--- config.mk ---
export PLATFORM = sky130hd
export DESIGN_NAME = cache_req_arbiter_flat
export DESIGN_NICKNAME = d
export VERILOG_FILES = /design/src/rtl/cache_req_arbiter_if.sv /design/src/rtl/cache_req_arbiter.sv /design/src/flat_wrapper.sv
export SDC_FILE = /design/constraint.sdc
export NUM_CORES = 1
export LEC_CHECK = 0
export ABC_AREA = 1
export CAP_MARGIN = 20
export CORE_AREA = 2 2 114 116
export DETAILED_ROUTE_END_ITERATION = 8
export DIE_AREA = 0 0 116 118
export GPL_TIMING_DRIVEN = 0
export PLACE_DENSITY_LB_ADDON = 0.2
export SLEW_MARGIN = 20
export SYNTH_ARGS = -nofsm -noshare
export SYNTH_HDL_FRONTEND = slang
export SYNTH_SLANG_ARGS = --single-unit
--- constraint.sdc ---
create_clock -name clk -period 1.5 [get_ports clk]
set_input_delay 0.3 -clock clk [delete_from_list [all_inputs] [get_ports clk]]
set_output_delay 0.3 -clock clk [all_outputs]
set_load 0.02 [all_outputs]
--- src/rtl/cache_req_arbiter_if.sv ---
// Request/response bundle between two cache ports, the arbiter and
// the cache controller.
interface cache_req_arbiter_if #(
    parameter int ADDR_WIDTH = 32,
    parameter int DATA_WIDTH = 32
);
    logic                  p0_valid;
    logic                  p1_valid;
    logic [1:0]            p0_op;
    logic [1:0]            p1_op;
    logic [ADDR_WIDTH-1:0] p0_addr;
    logic [ADDR_WIDTH-1:0] p1_addr;
    logic [DATA_WIDTH-1:0] p0_wdata;
    logic [DATA_WIDTH-1:0] p1_wdata;
    logic                  p0_ready;
    logic                  p1_ready;
    logic                  p0_resp;
    logic                  p1_resp;
    logic                  resp_err;
    logic [1:0]            cpu_request;
    logic [ADDR_WIDTH-1:0] cpu_addr;
    logic [DATA_WIDTH-1:0] cpu_wdata;
    logic                  cache_ready;
    logic                  cache_complete;
    logic                  timeout_sticky;

    modport master (
        output p0_valid, p1_valid, p0_op, p1_op,
        output p0_addr, p1_addr, p0_wdata, p1_wdata,
        output cache_ready, cache_complete,
        input  p0_ready, p1_ready, p0_resp, p1_resp,
        input  resp_err, cpu_request, cpu_addr,
        input  cpu_wdata, timeout_sticky
    );

    modport slave (
        input  p0_valid, p1_valid, p0_op, p1_op,
        input  p0_addr, p1_addr, p0_wdata, p1_wdata,
        input  cache_ready, cache_complete,
        output p0_ready, p1_ready, p0_resp, p1_resp,
        output resp_err, cpu_request, cpu_addr,
        output cpu_wdata, timeout_sticky
    );
endinterface

--- src/rtl/cache_req_arbiter.sv ---
// Two-port round-robin arbiter in front of a cache controller,
// with a per-request completion timeout.
module cache_req_arbiter #(
    parameter int ADDR_WIDTH = 32,
    parameter int DATA_WIDTH = 32,
    parameter int TIMEOUT    = 255
) (
    input logic                clk,
    input logic                reset,
    cache_req_arbiter_if.slave bus
);
    localparam int CW =
        (TIMEOUT > 0) ? $clog2(TIMEOUT + 1) : 1;
    localparam logic [CW-1:0] TMAX = CW'(TIMEOUT);

    typedef enum logic [1:0] {
        S_IDLE,
        S_ISSUE,
        S_WAIT,
        S_ERR
    } state_t;

    state_t                r_state;
    state_t                w_next;
    logic                  r_last;
    logic                  r_owner;
    logic                  r_sticky;
    logic [1:0]            r_op;
    logic [ADDR_WIDTH-1:0] r_addr;
    logic [DATA_WIDTH-1:0] r_wdata;
    logic [CW-1:0]         r_cnt;

    logic       w_live;
    logic       w_win;
    logic [1:0] w_op;
    logic       w_grant;
    logic       w_resp;
    logic       w_err;
    logic       w_tmo;

    assign w_live = ~reset;

    always_ff @(posedge clk) begin
        if (reset) begin
            r_state <= S_IDLE;
        end else begin
            r_state <= w_next;
        end
    end

    always_comb begin
        w_next  = r_state;
        w_grant = 1'b0;
        w_resp  = 1'b0;
        w_err   = 1'b0;
        w_tmo   = 1'b0;
        // on a tie the port that did not own the last request wins
        w_win = (bus.p0_valid && bus.p1_valid) ?
                ~r_last : ~bus.p0_valid;
        w_op  = w_win ? bus.p1_op : bus.p0_op;
        unique case (r_state)
            S_IDLE: begin
                if (bus.cache_ready &&
                    (bus.p0_valid || bus.p1_valid)) begin
                    w_grant = 1'b1;
                    unique case (w_op)
                        2'b00, 2'b01: w_next = S_ISSUE;
                        2'b10:        w_next = S_ERR;
                        default:      w_next = S_IDLE;
                    endcase
                end
            end
            S_ISSUE: w_next = S_WAIT;
            S_WAIT: begin
                if (bus.cache_complete) begin
                    w_resp = 1'b1;
                    w_next = S_IDLE;
                end else if (r_cnt == TMAX) begin
                    w_resp = 1'b1;
                    w_err  = 1'b1;
                    w_tmo  = 1'b1;
                    w_next = S_IDLE;
                end
            end
            S_ERR: begin
                w_resp = 1'b1;
                w_err  = 1'b1;
                w_next = S_IDLE;
            end
            default: w_next = S_IDLE;
        endcase
    end

    always_ff @(posedge clk) begin
        if (reset) begin
            r_last   <= 1'b1;
            r_owner  <= 1'b0;
            r_sticky <= 1'b0;
            r_op     <= 2'b00;
            r_addr   <= '0;
            r_wdata  <= '0;
            r_cnt    <= '0;
        end else begin
            if (w_grant) begin
                r_op    <= w_op;
                r_owner <= w_win;
                r_addr  <= w_win ? bus.p1_addr : bus.p0_addr;
                r_wdata <= w_win ? bus.p1_wdata : bus.p0_wdata;
            end
            if (r_state == S_ISSUE) begin
                r_cnt <= '0;
            end else if (r_state == S_WAIT && !w_resp) begin
                r_cnt <= r_cnt + CW'(1);
            end
            if (w_resp) begin
                r_last <= r_owner;
            end
            if (w_tmo) begin
                r_sticky <= 1'b1;
            end
        end
    end

    assign bus.p0_ready = w_live & w_grant & ~w_win;
    assign bus.p1_ready = w_live & w_grant & w_win;
    assign bus.p0_resp  = w_live & w_resp & ~r_owner;
    assign bus.p1_resp  = w_live & w_resp & r_owner;
    assign bus.resp_err = w_live & w_resp & w_err;

    assign bus.cpu_request =
        (w_live && r_state == S_ISSUE) ? r_op : 2'b11;
    assign bus.cpu_addr  = w_live ? r_addr : '0;
    assign bus.cpu_wdata = w_live ? r_wdata : '0;
    assign bus.timeout_sticky = w_live & r_sticky;
endmodule

--- src/flat_wrapper.sv ---
// flat-port wrapper written by rule: the top's interface ports become plain ports
module cache_req_arbiter_flat 
#(
    parameter int ADDR_WIDTH = 32,
    parameter int DATA_WIDTH = 32,
    parameter int TIMEOUT    = 255
)
  (clk, reset, bus_p0_valid, bus_p1_valid, bus_p0_op, bus_p1_op, bus_p0_addr, bus_p1_addr, bus_p0_wdata, bus_p1_wdata, bus_cache_ready, bus_cache_complete, bus_p0_ready, bus_p1_ready, bus_p0_resp, bus_p1_resp, bus_resp_err, bus_cpu_request, bus_cpu_addr, bus_cpu_wdata, bus_timeout_sticky);
  cache_req_arbiter_if #(.ADDR_WIDTH(ADDR_WIDTH), .DATA_WIDTH(DATA_WIDTH)) bus_i ();
  input logic clk;
  input logic reset;
  input wire logic [$bits(bus_i.p0_valid)-1:0] bus_p0_valid;
  input wire logic [$bits(bus_i.p1_valid)-1:0] bus_p1_valid;
  input wire logic [$bits(bus_i.p0_op)-1:0] bus_p0_op;
  input wire logic [$bits(bus_i.p1_op)-1:0] bus_p1_op;
  input wire logic [$bits(bus_i.p0_addr)-1:0] bus_p0_addr;
  input wire logic [$bits(bus_i.p1_addr)-1:0] bus_p1_addr;
  input wire logic [$bits(bus_i.p0_wdata)-1:0] bus_p0_wdata;
  input wire logic [$bits(bus_i.p1_wdata)-1:0] bus_p1_wdata;
  input wire logic [$bits(bus_i.cache_ready)-1:0] bus_cache_ready;
  input wire logic [$bits(bus_i.cache_complete)-1:0] bus_cache_complete;
  output wire logic [$bits(bus_i.p0_ready)-1:0] bus_p0_ready;
  output wire logic [$bits(bus_i.p1_ready)-1:0] bus_p1_ready;
  output wire logic [$bits(bus_i.p0_resp)-1:0] bus_p0_resp;
  output wire logic [$bits(bus_i.p1_resp)-1:0] bus_p1_resp;
  output wire logic [$bits(bus_i.resp_err)-1:0] bus_resp_err;
  output wire logic [$bits(bus_i.cpu_request)-1:0] bus_cpu_request;
  output wire logic [$bits(bus_i.cpu_addr)-1:0] bus_cpu_addr;
  output wire logic [$bits(bus_i.cpu_wdata)-1:0] bus_cpu_wdata;
  output wire logic [$bits(bus_i.timeout_sticky)-1:0] bus_timeout_sticky;
  assign bus_i.p0_valid = bus_p0_valid;
  assign bus_i.p1_valid = bus_p1_valid;
  assign bus_i.p0_op = bus_p0_op;
  assign bus_i.p1_op = bus_p1_op;
  assign bus_i.p0_addr = bus_p0_addr;
  assign bus_i.p1_addr = bus_p1_addr;
  assign bus_i.p0_wdata = bus_p0_wdata;
  assign bus_i.p1_wdata = bus_p1_wdata;
  assign bus_i.cache_ready = bus_cache_ready;
  assign bus_i.cache_complete = bus_cache_complete;
  assign bus_p0_ready = bus_i.p0_ready;
  assign bus_p1_ready = bus_i.p1_ready;
  assign bus_p0_resp = bus_i.p0_resp;
  assign bus_p1_resp = bus_i.p1_resp;
  assign bus_resp_err = bus_i.resp_err;
  assign bus_cpu_request = bus_i.cpu_request;
  assign bus_cpu_addr = bus_i.cpu_addr;
  assign bus_cpu_wdata = bus_i.cpu_wdata;
  assign bus_timeout_sticky = bus_i.timeout_sticky;
  cache_req_arbiter #(.ADDR_WIDTH(ADDR_WIDTH), .DATA_WIDTH(DATA_WIDTH), .TIMEOUT(TIMEOUT)) u_core (.clk(clk), .reset(reset), .bus(bus_i));
endmodule
==> impl_metrics.json <==
{
  "syn_area_per_cell_sq_um": 6.21,
  "syn_area_sq_mm": 0.00431,
  "cp_max_fo": 3,
  "synthAdderAreaFrac": 0.00291,
  "r2r-start": "u_core.r_cnt[1]",
  "r2r_cells": 10,
  "holdPathEnd": "u_core.r_sticky",
  "setup_viol": 5,
  "fin_util": 0.585,
  "grt_max_degree": 14,
  "min_period_ps": 1860,
  "grt_antenna_before_repair": 0,
  "maxCapViolations": 0,
  "cpPeakStageDelay_ps": 350,
  "place.gp.congestion": 0.868,
  "synth-xor-area-share": 0.00203,
  "p_per_area_mw_per_mm2": 839,
  "overflow": 0,
  "worstReg2RegEnd": "u_core.r_cnt[4]",
  "wl_per_cell_microns": 14.2,
  "io_buffer_count": 208,
  "p_sw_frac": 0.287,
  "clock_latency_ps": 340,
  "cts.htree.levels": 3,
  "die_y_microns": 118,
  "critPathArrivalTime_ps": 1560,
  "yosysWarnings": 0,
  "hold-path-cell-count": 2,
  "hp-class": "reg2reg",
  "cp_slowest_cell": "dfxtp_2",
  "io_pins": 210,
  "die_area_sq_mm": 0.0137,
  "dpl.hpwl_microns": 11200,
  "final_nets": 1076,
  "die_w_microns": 116,
  "outcome": "complete, but fails checks",
  "drc": 0,
  "critical_path.cell_chain": "ha_4, nand2_4, nor2_4, nand2_4, nand3_4, nand3_4, a21oi_4, buf_6",
  "synth_compound_area_frac": 0.203,
  "hold_violations": 0,
  "numCtsBuffers": 9,
  "p_sw_uw": 1750,
  "viasPerCell": 4.65,
  "worstHoldStart": "u_core.r_sticky",
  "yosys.area_share.simple": 0.299,
  "p_seq_frac": 0.379,
  "tritoncts": "done",
  "cp_num_buf_inv": 1,
  "combPwrFrac": 0.261,
  "required_ps": 1200,
  "critPathLaunch": "u_core.r_cnt[1]",
  "clockPowerShare": 0.360,
  "drive_above_1_share": 0.211,
  "cp-end-kind": "output pin",
  "clkTransAtPathRegs_ps": 60,
  "peakVddDrop_v": 0.000443,
  "cts_root_buffer": "clkbuf_16",
  "intPower_uw": 4350,
  "routed_wl_microns": 15800,
  "cts_max_path_buffers": 2,
  "drt_iter0_markers": 270,
  "syn_inst": 694,
  "clock-sinks": 79,
  "final_common_cell": "nand2_1",
  "synthMuxAreaShare": 0,
  "synth_cell_types": 19,
  "antenna_left": 0,
  "grt_pass1_vias": 4901,
  "skew_ps": 6.12,
  "antenna_cells": 0,
  "p_leak_uw": 0.00327,
  "cp_top_family": "simple AND/OR/NAND/NOR gates",
  "final_area_sq_mm": 0.00727,
  "grt_first_pass_wirelength_microns": 24800,
  "tightest_slew_ps": 503,
  "critPathLaunchType": "flip-flop",
  "setup_ws_ps": -355,
  "finalCritPeriodShare": 1.24,
  "ys_seq_area_frac": 0.367,
  "relSlewSlack": 0.665,
  "via_count": 5170,
  "rsz0062_at_grt": "yes",
  "slew_violations": 0,
  "std_cell_rows": 41,
  "synth_top_family_by_area": "simple AND/OR/NAND/NOR gates",
  "drtPass1Iterations": 5,
  "core-area_sq_mm": 0.0124,
  "ys_seq_elements": 79,
  "place_area_sq_mm": 0.00667,
  "mostFrequentLayoutCells": "nand2_1 (158), clkdlybuf4s50_1 (133), nor2_1 (131)",
  "crit_type": "reg2out",
  "fmax_mhz": 539,
  "area_growth_syn_to_layout_pct": 68.7,
  "syn_nets": 833,
  "p_total_uw": 6100,
  "violations": "negative setup slack",
  "rrSetupSlack_ps": 40,
  "start_util": 0.347,
  "gr-usage-all-layers": 0.229
}
==> cell type report <==
type                       instances  area, sq um
fill                            1250         5150
multi-input combinational        479         2370
sequential                        79         1590
timing repair buffer             232         2090
tap                              172          215
clock buffer                      10          239
buffer                            50          374
clock inverter                     5         58.8
inverter                          86          330
==> worst max-delay path by stage <==
stage / endpoint / slack, ps / cells past startpoint
2_1_floorplan: bus_p0_ready / -10 / 7
3_3_place_gp: bus_p0_ready / -1340 / 8
3_5_place_dp: bus_p0_ready / -1330 / 8
4_1_cts: bus_resp_err / -340 / 8
5_1_grt: bus_resp_err / -440 / 8
6_report: bus_resp_err / -360 / 8
==> cell families after synthesis <==
logic type,count (synthesis)
AOI/OAI and AO/OA,143
DFF,79
adders and majority gates,1
and+or+nand+nor,334
xor gates and xnor gates,1
buffers and inverters,136
==> power by group through the flow <==
stage	registers [uW]	clock network (uW)	logic [uW]
2_1_floorplan	2350	0	751
3_3_place_gp	2350	0	1480
3_5_place_dp	2360	0	1480
4_1_cts	2310	2230	1570
5_1_grt	2320	2330	1740
6_report	2310	2200	1590
==> synth_stat cells (all sizes together) <==
library cell  number  area, sq um
a21oi             75          375
buf               18         98.9
clkbuf            32          120
dfxtp             79         1580
ha                 1         12.5
inv               86          323
nand2            166          626
nand3             12         60.1
nand3b             2         15.0
nand4              1         6.26
nor2             149          559
nor3               4         20.0
o211ai            64          480
o21ai              4         20.0
xor2               1         8.76
==> per-layer routing <==
layer	wire length, microns	vias to the layer above	part of all wire	track usage
met5	0	-	0	0
met1	6660	2305	0.42	0.289
met2	7770	162	0.49	0.391
met3	1140	17	0.072	0.0592
li1	-	2686	-	-
met4	199	0	0.013	0.0476
==> tightest hold or removal path, stage by stage (launching register included) <==
cell and delay, ps:
dfxtp_1 300, inv_1 60, a21oi_1 60
==> sequential cells by signal, summed over array words and instances (netlist names) <==
name             cells
u_core.r_op          2
u_core.r_wdata      32
u_core.r_addr       32
u_core.r_state       2
u_core.r_sticky      1
u_core.r_cnt         8
u_core.r_owner       1
u_core.r_last        1
==> timing repair <==
| action | in CTS | in global routing |
|---|---|---|
| buffers inserted | 20 | 5 |
| gates cloned | 0 | 0 |
| resized for setup | 319 | 97 |
| setup endpoints to repair | 147 | 120 |
| pin swaps | 7 | 9 |
| hold buffers | 0 | 0 |
==> stage by stage <==
stage | hold WS [ps] | instances | setup TNS (ps) | setup slack [ps]
after CTS | 444 | 1109 | -1480 | -337
after floorplan | 429 | 694 | -10.1 | -10.1
final | 462 | 1113 | -1670 | -355
after detailed placement | 454 | 1074 | -99320 | -1330
after global routing | 496 | 1113 | -2350 | -443
after global placement | 445 | 1074 | -102280 | -1340
Power figures use the tool's default switching activity.
